$ cat src/rtl/pipeline_job_sequencer_pkg.sv
// Shared widths, defaults and state encoding for the pipeline job sequencer.
package pipeline_job_sequencer_pkg;

   localparam int unsigned ADDR_WIDTH_DEFAULT      = 8;
   localparam int unsigned FULL_THRESHOLD_DEFAULT  = 20;
   localparam int unsigned MAX_OUTSTANDING_DEFAULT = 63;

   localparam int unsigned WORD_WIDTH        = 128;
   localparam int unsigned FULLNESS_WIDTH    = 5;
   localparam int unsigned SUMMED_WIDTH      = 40;
   localparam int unsigned PCOEFF_WIDTH      = 5;
   localparam int unsigned TOTAL_SUM_WIDTH   = 64;
   localparam int unsigned TOTAL_COUNT_WIDTH = 32;

   typedef enum logic [1:0] {
      IDLE  = 2'd0,
      RUN   = 2'd1,
      DRAIN = 2'd2,
      DONE  = 2'd3
   } jobState_t;

endpackage

$ cat src/rtl/pipeline_job_sequencer_if.sv
// Job control, bot memory and permutation-pack signals of the sequencer.
interface pipeline_job_sequencer_if
   import pipeline_job_sequencer_pkg::*;
#(
   parameter int unsigned ADDR_WIDTH = ADDR_WIDTH_DEFAULT
) ();

   logic                         start;
   logic [WORD_WIDTH-1:0]        jobTop;
   logic [ADDR_WIDTH:0]          botCount;
   logic                         busy;
   logic                         done;
   logic [TOTAL_SUM_WIDTH-1:0]   totalSum;
   logic [TOTAL_COUNT_WIDTH-1:0] totalCount;
   logic                         protocolError;

   logic                         botReadEnable;
   logic [ADDR_WIDTH-1:0]        botReadAddr;
   logic [WORD_WIDTH-1:0]        botReadData;

   logic [WORD_WIDTH-1:0]        top;
   logic [WORD_WIDTH-1:0]        bot;
   logic [ADDR_WIDTH-1:0]        botIndex;
   logic                         isBotValid;
   logic [FULLNESS_WIDTH-1:0]    maxFullness;
   logic                         resultValid;
   logic [SUMMED_WIDTH-1:0]      summedData;
   logic [PCOEFF_WIDTH-1:0]      pcoeffCount;

   modport master (
      input  start, jobTop, botCount, botReadData, maxFullness,
             resultValid, summedData, pcoeffCount,
      output busy, done, totalSum, totalCount, protocolError,
             botReadEnable, botReadAddr, top, bot, botIndex, isBotValid
   );

   modport slave (
      output start, jobTop, botCount, botReadData, maxFullness,
             resultValid, summedData, pcoeffCount,
      input  busy, done, totalSum, totalCount, protocolError,
             botReadEnable, botReadAddr, top, bot, botIndex, isBotValid
   );

endinterface

$ cat src/rtl/pipeline_job_sequencer_accumulator.sv
// Outstanding-bot counter, job totals and sticky protocol error.
module job_result_accumulator
   import pipeline_job_sequencer_pkg::*;
#(
   parameter int unsigned OUT_WIDTH = 6
) (
   input  logic                         clk,
   input  logic                         rst,
   input  logic                         clear,
   input  logic                         issue,
   input  logic                         resultValid,
   input  logic [SUMMED_WIDTH-1:0]      summedData,
   input  logic [PCOEFF_WIDTH-1:0]      pcoeffCount,
   output logic [OUT_WIDTH-1:0]         outstanding,
   output logic [TOTAL_SUM_WIDTH-1:0]   totalSum,
   output logic [TOTAL_COUNT_WIDTH-1:0] totalCount,
   output logic                         protocolError
);

   logic noneOutstanding;
   logic accept;

   assign noneOutstanding = (outstanding == '0);
   assign accept          = resultValid && !noneOutstanding;

   // A result with nothing outstanding is flagged and otherwise ignored.
   always_ff @(posedge clk) begin
      if (rst) begin
         outstanding   <= '0;
         totalSum      <= '0;
         totalCount    <= '0;
         protocolError <= 1'b0;
      end else begin
         if (resultValid && noneOutstanding) begin
            protocolError <= 1'b1;
         end
         if (clear) begin
            outstanding <= issue ? OUT_WIDTH'(1) : '0;
            totalSum    <= '0;
            totalCount  <= '0;
         end else begin
            if (issue && !accept) begin
               outstanding <= outstanding + OUT_WIDTH'(1);
            end else if (!issue && accept) begin
               outstanding <= outstanding - OUT_WIDTH'(1);
            end
            if (accept) begin
               totalSum   <= totalSum + TOTAL_SUM_WIDTH'(summedData);
               totalCount <= totalCount + TOTAL_COUNT_WIDTH'(pcoeffCount);
            end
         end
      end
   end

endmodule

$ cat src/rtl/pipeline_job_sequencer.sv
// Walks a job's bot list into the permutation pack under fullness and
// outstanding-count backpressure, and accumulates the returned results.
module pipeline_job_sequencer
   import pipeline_job_sequencer_pkg::*;
#(
   parameter int unsigned ADDR_WIDTH      = ADDR_WIDTH_DEFAULT,
   parameter int unsigned FULL_THRESHOLD  = FULL_THRESHOLD_DEFAULT,
   parameter int unsigned MAX_OUTSTANDING = MAX_OUTSTANDING_DEFAULT
) (
   input  logic                     clk,
   input  logic                     rst,
   pipeline_job_sequencer_if.master jobBus
);

   localparam int unsigned OUT_WIDTH = $clog2(MAX_OUTSTANDING + 1);

   jobState_t               state;
   jobState_t               stateNext;
   logic                    startAccept;
   logic                    issue;
   logic                    fullOk;
   logic                    capOk;
   logic [ADDR_WIDTH:0]     nextIndex;
   logic [ADDR_WIDTH:0]     botCountQ;
   logic [WORD_WIDTH-1:0]   jobTopQ;
   logic                    botReadEnableQ;
   logic [ADDR_WIDTH-1:0]   botReadAddrQ;
   logic                    isBotValidQ;
   logic [ADDR_WIDTH-1:0]   botIndexQ;
   logic                    busyQ;
   logic                    doneQ;
   logic [OUT_WIDTH-1:0]    outstanding;

   assign fullOk = 32'(jobBus.maxFullness) < FULL_THRESHOLD;
   assign capOk  = 32'(outstanding) < MAX_OUTSTANDING;

   // Next state and issue decision; the first read issues on the start edge.
   always_comb begin
      stateNext   = state;
      startAccept = 1'b0;
      issue       = 1'b0;
      case (state)
         IDLE: begin
            if (jobBus.start) begin
               startAccept = 1'b1;
               stateNext   = RUN;
               issue       = (jobBus.botCount != '0) && fullOk;
            end
         end
         RUN: begin
            if (nextIndex == botCountQ) begin
               stateNext = DRAIN;
            end else begin
               issue = fullOk && capOk;
            end
         end
         DRAIN: begin
            if ((outstanding == '0) && !botReadEnableQ && !isBotValidQ) begin
               stateNext = DONE;
            end
         end
         DONE: begin
            stateNext = IDLE;
         end
         default: begin
            stateNext = IDLE;
         end
      endcase
   end

   // State, job capture, read issue and one-cycle-delayed bot presentation.
   always_ff @(posedge clk) begin
      if (rst) begin
         state          <= IDLE;
         nextIndex      <= '0;
         botCountQ      <= '0;
         jobTopQ        <= '0;
         botReadEnableQ <= 1'b0;
         botReadAddrQ   <= '0;
         isBotValidQ    <= 1'b0;
         botIndexQ      <= '0;
         busyQ          <= 1'b0;
         doneQ          <= 1'b0;
      end else begin
         state <= stateNext;
         if (startAccept) begin
            jobTopQ   <= jobBus.jobTop;
            botCountQ <= jobBus.botCount;
            nextIndex <= issue ? (ADDR_WIDTH + 1)'(1) : '0;
         end else if (issue) begin
            nextIndex <= nextIndex + (ADDR_WIDTH + 1)'(1);
         end
         botReadEnableQ <= issue;
         if (issue) begin
            botReadAddrQ <= startAccept ? '0 : nextIndex[ADDR_WIDTH-1:0];
         end
         isBotValidQ <= botReadEnableQ;
         botIndexQ   <= botReadAddrQ;
         busyQ       <= (stateNext == RUN) || (stateNext == DRAIN);
         doneQ       <= (stateNext == DONE);
      end
   end

   job_result_accumulator #(
      .OUT_WIDTH (OUT_WIDTH)
   ) accumulator (
      .clk           (clk),
      .rst           (rst),
      .clear         (startAccept),
      .issue         (issue),
      .resultValid   (jobBus.resultValid),
      .summedData    (jobBus.summedData),
      .pcoeffCount   (jobBus.pcoeffCount),
      .outstanding   (outstanding),
      .totalSum      (jobBus.totalSum),
      .totalCount    (jobBus.totalCount),
      .protocolError (jobBus.protocolError)
   );

   assign jobBus.botReadEnable = botReadEnableQ;
   assign jobBus.botReadAddr   = botReadAddrQ;
   assign jobBus.isBotValid    = isBotValidQ;
   assign jobBus.botIndex      = botIndexQ;
   assign jobBus.top           = jobTopQ;
   assign jobBus.bot           = jobBus.botReadData;
   assign jobBus.busy          = busyQ;
   assign jobBus.done          = doneQ;

endmodule

$ cat src/flat_wrapper.sv
// flat-port wrapper written by rule: the top's interface ports become plain ports
module pipeline_job_sequencer_flat import pipeline_job_sequencer_pkg::*;
#(
   parameter int unsigned ADDR_WIDTH      = ADDR_WIDTH_DEFAULT,
   parameter int unsigned FULL_THRESHOLD  = FULL_THRESHOLD_DEFAULT,
   parameter int unsigned MAX_OUTSTANDING = MAX_OUTSTANDING_DEFAULT
)
  (clk, rst, jobBus_start, jobBus_jobTop, jobBus_botCount, jobBus_botReadData, jobBus_maxFullness, jobBus_resultValid, jobBus_summedData, jobBus_pcoeffCount, jobBus_busy, jobBus_done, jobBus_totalSum, jobBus_totalCount, jobBus_protocolError, jobBus_botReadEnable, jobBus_botReadAddr, jobBus_top, jobBus_bot, jobBus_botIndex, jobBus_isBotValid);
  pipeline_job_sequencer_if #(.ADDR_WIDTH(ADDR_WIDTH)) jobBus_i ();
  input  logic clk;
  input  logic rst;
  input wire logic [$bits(jobBus_i.start)-1:0] jobBus_start;
  input wire logic [$bits(jobBus_i.jobTop)-1:0] jobBus_jobTop;
  input wire logic [$bits(jobBus_i.botCount)-1:0] jobBus_botCount;
  input wire logic [$bits(jobBus_i.botReadData)-1:0] jobBus_botReadData;
  input wire logic [$bits(jobBus_i.maxFullness)-1:0] jobBus_maxFullness;
  input wire logic [$bits(jobBus_i.resultValid)-1:0] jobBus_resultValid;
  input wire logic [$bits(jobBus_i.summedData)-1:0] jobBus_summedData;
  input wire logic [$bits(jobBus_i.pcoeffCount)-1:0] jobBus_pcoeffCount;
  output wire logic [$bits(jobBus_i.busy)-1:0] jobBus_busy;
  output wire logic [$bits(jobBus_i.done)-1:0] jobBus_done;
  output wire logic [$bits(jobBus_i.totalSum)-1:0] jobBus_totalSum;
  output wire logic [$bits(jobBus_i.totalCount)-1:0] jobBus_totalCount;
  output wire logic [$bits(jobBus_i.protocolError)-1:0] jobBus_protocolError;
  output wire logic [$bits(jobBus_i.botReadEnable)-1:0] jobBus_botReadEnable;
  output wire logic [$bits(jobBus_i.botReadAddr)-1:0] jobBus_botReadAddr;
  output wire logic [$bits(jobBus_i.top)-1:0] jobBus_top;
  output wire logic [$bits(jobBus_i.bot)-1:0] jobBus_bot;
  output wire logic [$bits(jobBus_i.botIndex)-1:0] jobBus_botIndex;
  output wire logic [$bits(jobBus_i.isBotValid)-1:0] jobBus_isBotValid;
  assign jobBus_i.start = jobBus_start;
  assign jobBus_i.jobTop = jobBus_jobTop;
  assign jobBus_i.botCount = jobBus_botCount;
  assign jobBus_i.botReadData = jobBus_botReadData;
  assign jobBus_i.maxFullness = jobBus_maxFullness;
  assign jobBus_i.resultValid = jobBus_resultValid;
  assign jobBus_i.summedData = jobBus_summedData;
  assign jobBus_i.pcoeffCount = jobBus_pcoeffCount;
  assign jobBus_busy = jobBus_i.busy;
  assign jobBus_done = jobBus_i.done;
  assign jobBus_totalSum = jobBus_i.totalSum;
  assign jobBus_totalCount = jobBus_i.totalCount;
  assign jobBus_protocolError = jobBus_i.protocolError;
  assign jobBus_botReadEnable = jobBus_i.botReadEnable;
  assign jobBus_botReadAddr = jobBus_i.botReadAddr;
  assign jobBus_top = jobBus_i.top;
  assign jobBus_bot = jobBus_i.bot;
  assign jobBus_botIndex = jobBus_i.botIndex;
  assign jobBus_isBotValid = jobBus_i.isBotValid;
  pipeline_job_sequencer #(.ADDR_WIDTH(ADDR_WIDTH), .FULL_THRESHOLD(FULL_THRESHOLD), .MAX_OUTSTANDING(MAX_OUTSTANDING)) u_core (.clk(clk), .rst(rst), .jobBus(jobBus_i));
endmodule
$ cat config.mk
export PLATFORM = sky130hd
export DESIGN_NAME = pipeline_job_sequencer_flat
export DESIGN_NICKNAME = d
export VERILOG_FILES = /design/src/rtl/pipeline_job_sequencer_pkg.sv /design/src/rtl/pipeline_job_sequencer_if.sv /design/src/rtl/pipeline_job_sequencer_accumulator.sv /design/src/rtl/pipeline_job_sequencer.sv /design/src/flat_wrapper.sv
export SDC_FILE = /design/constraint.sdc
export NUM_CORES = 1
export LEC_CHECK = 0
export ABC_AREA = 1
export ABC_CLOCK_PERIOD_IN_PS = 4500
export BUFFER_PORTS_ARGS = -buffer_cell sky130_fd_sc_hd__buf_2
export CAP_MARGIN = 20
export CORE_AREA = 2 2 269 271
export CTS_CLUSTER_SIZE = 12
export DETAILED_ROUTE_END_ITERATION = 6
export DIE_AREA = 0 0 271 273
export PLACE_DENSITY = 0.42
export SYNTH_ARGS = -nofsm -noshare
export SYNTH_HDL_FRONTEND = slang
export SYNTH_SLANG_ARGS = --single-unit
$ cat constraint.sdc
create_clock -name clk -period 4.5 [get_ports clk]
set_input_delay 0.9 -clock clk [delete_from_list [all_inputs] [get_ports clk]]
set_output_delay 0.9 -clock clk [all_outputs]
set_load 0.02 [all_outputs]
### After elaboration in Yosys (flattened, before gate mapping)

Cells that the tools add are included.

* add/subtract/negate cells: 5
* order comparisons: 2
* eq/ne operators: 7
* muxes and demuxes: 17
* reductions and logical operators: 20

Operator list (number)
* adder 64 x 40 -> 64 bit: 1
* adder 32 x 5 -> 32 bit: 1
* 2-to-1 mux 6 bit: 3
* 2-to-1 mux 9 bit: 2
* adder 9 x 1 -> 9 bit, second input constant: 1
* equality test 9 bit: 1
* nonzero test 9 bit: 1
* equality test 2 bit, second input constant: 4
* logical AND 1 bit: 8
* 2-to-1 mux 8 bit: 1
* case mux 2 bit (4 select lines): 1
* adder 6 x 1 -> 6 bit, second input constant: 1
* logical NOT 6 bit: 1
* < comparator 6 bit, second input constant: 1
* 2-to-1 mux 1 bit: 6
* 2-to-1 mux 2 bit: 3
* subtractor 6 x 1 -> 6 bit, second input constant: 1
* logical NOT 1 bit: 5
* < comparator 5 bit, second input constant: 1
* equality test 2 x 1 -> 1 bit, second input constant: 2
* nonzero test 3 bit: 1
* logical NOT 2 bit: 1
* case mux 1 bit (2 select lines): 1
* nonzero test 2 bit: 1
* other kinds (2): 2

* register bits: 271
* input port bits: 319
* output and inout bits: 373
* logic and storage cells: 65

### Logic depth before layout (Yosys ltp)

* depth after elaboration: 9
* depth in mapped cells: 21

### By module

Synthesis repeated with hierarchy kept, for this count alone.

* cell total of the unflattened synthesis: 2505
* area total of the unflattened synthesis: 16086.7 um^2

By module, submodules not included
* job_result_accumulator: instances 1, cells an instance 1583, area an instance 9008.6 um^2, seq. area each 2062.0 um^2
* pipeline_job_sequencer: instances 1, cells an instance 922, area an instance 7078.0 um^2, seq. area each 3363.2 um^2

### Worst setup path after synthesis

No wires, ideal clock.

* path type: input to register
* start: in jobBus_maxFullness[3]
* end: reg u_core.accumulator.outstanding[5]
* arrival: 2.696 ns
* data required time: 4.368 ns
* setup slack: 1.673 ns
* stages: 15
* buffers on the path: 1
* cell sequence: o21ai_0 -> nand4_1 -> nand2_4 -> nand2_2 -> buf_6 -> ha_1 -> a21o_1 -> nand2_1 -> nand3_1 -> xor2_1 -> inv_1 -> nand2_1 -> nand2_1 -> nand2_1 -> a21oi_2

* cells in the longest elaborated chain, start to end: 7

RTL lines
* from (decl): RTL line flat_wrapper.sv:16 `input wire logic [$bits(jobBus_i.maxFullness)-1:0] jobBus_maxFullness;`
* < comparator 5 bit *: RTL line pipeline_job_sequencer.sv:34 `assign fullOk = 32'(jobBus.maxFullness) < FULL_THRESHOLD;`
* logical AND 1 bit, on equally long branches: RTL line pipeline_job_sequencer.sv:54, pipeline_job_sequencer.sv:47
* 2-to-1 mux 1 bit, on equally long branches: RTL line pipeline_job_sequencer.sv:51, pipeline_job_sequencer.sv:44
* case mux 1 bit (2 select lines) *: RTL line pipeline_job_sequencer.sv:42 `case (state)`
* logical AND 1 bit or logical NOT 1 bit (tied branches): RTL line pipeline_job_sequencer_accumulator.sv:42, pipeline_job_sequencer_accumulator.sv:44
* 2-to-1 mux 6 bit or logical AND 1 bit (tied branches): RTL line pipeline_job_sequencer_accumulator.sv:42, pipeline_job_sequencer_accumulator.sv:44
* 2-to-1 mux 6 bit or nonzero test 3 bit (tied branches)
* to (signal assigned): RTL line pipeline_job_sequencer_accumulator.sv:38 `outstanding <= issue ? OUT_WIDTH'(1) : '0;`
* to (signal assigned): RTL line pipeline_job_sequencer_accumulator.sv:43 `outstanding <= outstanding + OUT_WIDTH'(1);`
* to (signal assigned): RTL line pipeline_job_sequencer_accumulator.sv:45 `outstanding <= outstanding - OUT_WIDTH'(1);`
* to (decl): RTL line pipeline_job_sequencer_accumulator.sv:14 `output logic [OUT_WIDTH-1:0] outstanding,`

Every way passes the cells marked *; elsewhere a longest branch is shown, timed or not.
A chain may end at the register's enable or synchronous reset.

### Final worst setup path

* start: in jobBus_botCount[5]
* end: reg u_core.accumulator.outstanding[4]

* cells in the longest elaborated chain, start to end: 7

RTL lines
* from (decl): RTL line flat_wrapper.sv:14 `input wire logic [$bits(jobBus_i.botCount)-1:0] jobBus_botCount;`
* nonzero test 9 bit *: RTL line pipeline_job_sequencer.sv:47 `issue = (jobBus.botCount != '0) && fullOk;`
* logical AND 1 bit *: RTL line pipeline_job_sequencer.sv:47
* 2-to-1 mux 1 bit *: RTL line pipeline_job_sequencer.sv:44 `if (jobBus.start) begin`
* case mux 1 bit (2 select lines) *: RTL line pipeline_job_sequencer.sv:42
* logical AND 1 bit or logical NOT 1 bit (tied branches): RTL line pipeline_job_sequencer_accumulator.sv:42, pipeline_job_sequencer_accumulator.sv:44
* 2-to-1 mux 6 bit or logical AND 1 bit (tied branches): RTL line pipeline_job_sequencer_accumulator.sv:42, pipeline_job_sequencer_accumulator.sv:44
* 2-to-1 mux 6 bit or nonzero test 3 bit (tied branches)

Marks and branches as above.

==> flow_summary.yaml <==
logic_synthesis:
  ys_top_cells_by_count: "nor2_1, nand2_1, dfxtp_1, inv_1, o21ai_0"
  ys_seq_area_share_pct: 34.77
  syn_nets: 2704
  syn-instance-count: 2331
  yosys_warnings: 0
  synth_top_area_cell: "dfxtp_1"
  synthMostInstantiatedCell: "nor2_1"
  syn_area_um2: 15600
  ys_ff_latch: 271
  synth.area.top_cells: "dfxtp_1, nor2_1, nand2_1"
  syn_area_per_cell_um2: 6.693
  ys_types: 50
  async_flop_share_pct: 0
  synth.top_cell.area_share_pct: 34.77
  synth-main-ff-cell: "dfxtp_1"
  synth_edf_count: 0
route:
  vias_per_cell: 4.265
  drt-met1-wl_mm: 24.52
  drt_iter0_markers: 585
  wl_mm: 59.96
  dr_wl_met2_mm: 29.71
  final_antenna_net_count: 0
  drc_errors: 0
  wl_met3_mm: 4.014
  first_pass_iters: 7
  highest_layer: "met5"
  vias: 15330
  detail_route.wl_per_cell_um: 16.68
cts:
  numClockSinks: 271
  cts_resized: 0
  clk_latency_ns: 0.56
  clk_pin_slew_ns: 0.06
  clockBufferDepth: 3
  htreeDepth: 2
  numCtsBuffers: 38
  cts-root-buf: "clkbuf_16"
  cts_setup_buffers: 0
  cts_hold_buf: 0
  cts_tree: "done"
setup_path:
  arrival_ns: 3.47
  r2r_setup_slack_ns: 1.50
  criticalPathCategory: "input port to flop"
  crit_path_start_kind: "input port"
  cpPeakStageDelay_ns: 0.39
  endpoint_kind: "flop"
  crit_top_cell: "nand4_1"
  r2r_start: "u_core.nextIndex[7]"
  path_max_fanout: 20
  crit_required_ns: 4.93
  path_cells: "buf_2, nor3_1, nand4_1, nand4_1, nand2_4, nand2_2, buf_4, inv_1, fa_1, o21ai_0, xnor2_1, nor2_1, nand2_1, a21oi_1"
  cp-startpoint: "jobBus_botCount[5]"
  slowest_stage: "fa_1"
floorplanning:
  io_pins: 692
  dieHeight_um: 273
  fp.dieArea_um2: 73980
  core_um2: 71000
  start_util_pct: 21.98
  num_rows: 98
  die_w_um: 271
place:
  placed_cells: 3525
  dpl_worst_slack_ns: 0.7452
  hpwlAfterDp_mm: 47.13
  place_congestion: 0.8989
  io_buffers: 433
timing:
  finClkSkew_ns: 0.03302
  max_slew_margin_pct: 52.61
  grt_setup_unrepaired: "false"
  slew_viol_final: 0
  fmax_mhz: 328.7
  finalWorstSetupSlack_ns: 1.457
  setup_viol: 0
  fin_crit_sh_pct: 67.61
  fin_crit_ns: 3.043
  finalHoldViolCount: 0
  worst_slew_pin_slew_ns: 0.7109
  setup_tns_ns: 0
  whs_ns: 0.4400
finish:
  final_nets: 2988
  num-fill-cells: 8099
  multi_input_area_um2: 7951
  drive_above_1_share_pct: 22.20
  finalNonFillerCells: 3595
  syn_to_final_growth_pct: 22.32
  regArea_um2: 5425
run:
  maxCapViolCount: 0
pwr:
  leakagePower_nw: 9.219
  ir_worst_vdd_mv: 0.2537
  power_density_nw_per_um2: 488.5
  fin_total_pwr_mw: 9.322
global_routing:
  grt_antenna_before_repair: 14
  grt_pass1_wl_mm: 90.60
  grt-ovfl-total: 0
  grt.total_usage_pct: 15.75
  first_global_vias: 15270
  grt_max_degree: 72
hold_path:
  hp-start: "u_core.jobBus.botReadAddr[3]"
  hold_path_class: "flop to flop"
run_status:
  status: "complete, no violations"
==> path summary, 6_finish.rpt <==
| check | cells past startpoint | end |
|---|---|---|
| setup / recovery | 14 | u_core.accumulator.outstanding[4] |
| hold / removal | 2 | u_core.jobBus.botIndex[3] |
| setup reg to reg | 15 | u_core.accumulator.outstanding[4] |
| hold reg to reg | 2 | u_core.jobBus.botIndex[3] |
==> per-stage QoR <==
stage               area (um^2)  utilization, %
CTS                       19080           26.88
detailed placement        17780           25.05
finish                    19080           26.88
floorplan                 15600               -
global route              19080           26.88
global placement          17780           25.05
==> area by class of cell <==
type | count | share of cell area [%]
repair buffers | 450 | 12.15
flip-flops and latches | 271 | 28.43
inverters | 238 | 4.714
clock inverters | 16 | 1.095
diodes | 1 | 0.01311
well taps | 950 | 6.228
clock buffers | 53 | 5.704
multi-input cells | 1616 | 41.66
==> state kept, by name, indices dropped and copies added (netlist names), 2 cells and up <==
name,cells
u_core.jobBus.top,128
u_core.accumulator.totalSum,64
u_core.accumulator.totalCount,32
u_core.botCountQ,9
u_core.nextIndex,9
u_core.jobBus.botIndex,8
u_core.jobBus.botReadAddr,8
u_core.accumulator.outstanding,6
u_core.state,2
==> critical path: cells and delay by family <==
family,cells,cell delay (ns)
AOI/OAI and AO/OA,2,0.28
adders and majority gates,1,0.39
xor gates and xnor gates,1,0.14
and+or+nand+nor,7,1.35
buffers and inverters,3,0.39
==> cells by family (layout without fill, tap and decap cells) <==
family / count (synthesis) / in the layout / share of synthesized area, %
buffers and inverters: 444 / 757 / 14.30
AO/OA/AOI/OAI: 375 / 375 / 12.41
flip-flops: 271 / 271 / 34.77
adder cells (fa/ha/maj): 54 / 54 / 4.475
other: 0 / 1 / 0
AND/OR/NAND/NOR: 1141 / 1141 / 31.46
XOR/XNOR: 46 / 46 / 2.582
==> cells in the final DEF, fill, tap and decap left out, types with 3 or more instances in the layout <==
| cell type | n |
|---|---|
| clkinv_2 | 9 |
| a21oi_1 | 128 |
| nor2_1 | 510 |
| bufinv_16 | 4 |
| nand2_1 | 401 |
| nand2_2 | 15 |
| nand4_1 | 41 |
| nor2_2 | 6 |
| clkbuf_8 | 6 |
| nand3b_1 | 10 |
| nor2_4 | 4 |
| o21ai_1 | 25 |
| ha_1 | 51 |
| buf_2 | 433 |
| nand3_1 | 76 |
| nand2_4 | 6 |
| clkbuf_1 | 8 |
| or2_1 | 5 |
| inv_2 | 13 |
| o21bai_1 | 4 |
| inv_1 | 220 |
| a31oi_1 | 4 |
| nor3_1 | 37 |
| o21ai_0 | 202 |
| nor4_1 | 4 |
| xnor2_1 | 19 |
| a21oi_2 | 4 |
| dfxtp_1 | 271 |
| nand3_2 | 11 |
| xor2_1 | 27 |
| fa_1 | 3 |
| buf_4 | 15 |
| clkbuf_16 | 39 |
| nor4_2 | 3 |
==> routing by layer <==
layer  GRT usage [%]  vias to the layer above
met5               0                        -
met4           4.696                       16
met3           4.868                      109
met2           28.33                      440
met1           17.76                     6880
li1                -                     7887
==> report_power, final <==
| part | internal, mW | switching (mW) | leakage (nW) |
|---|---|---|---|
| Combinational | 1.02 | 2.25 | 6.35 |
| Clock | 1.93 | 1.23 | 0.639 |
| Sequential | 2.69 | 0.213 | 2.23 |
| Total | 5.63 | 3.69 | 9.22 |
Note: power is estimated with default switching activity, not from simulation.
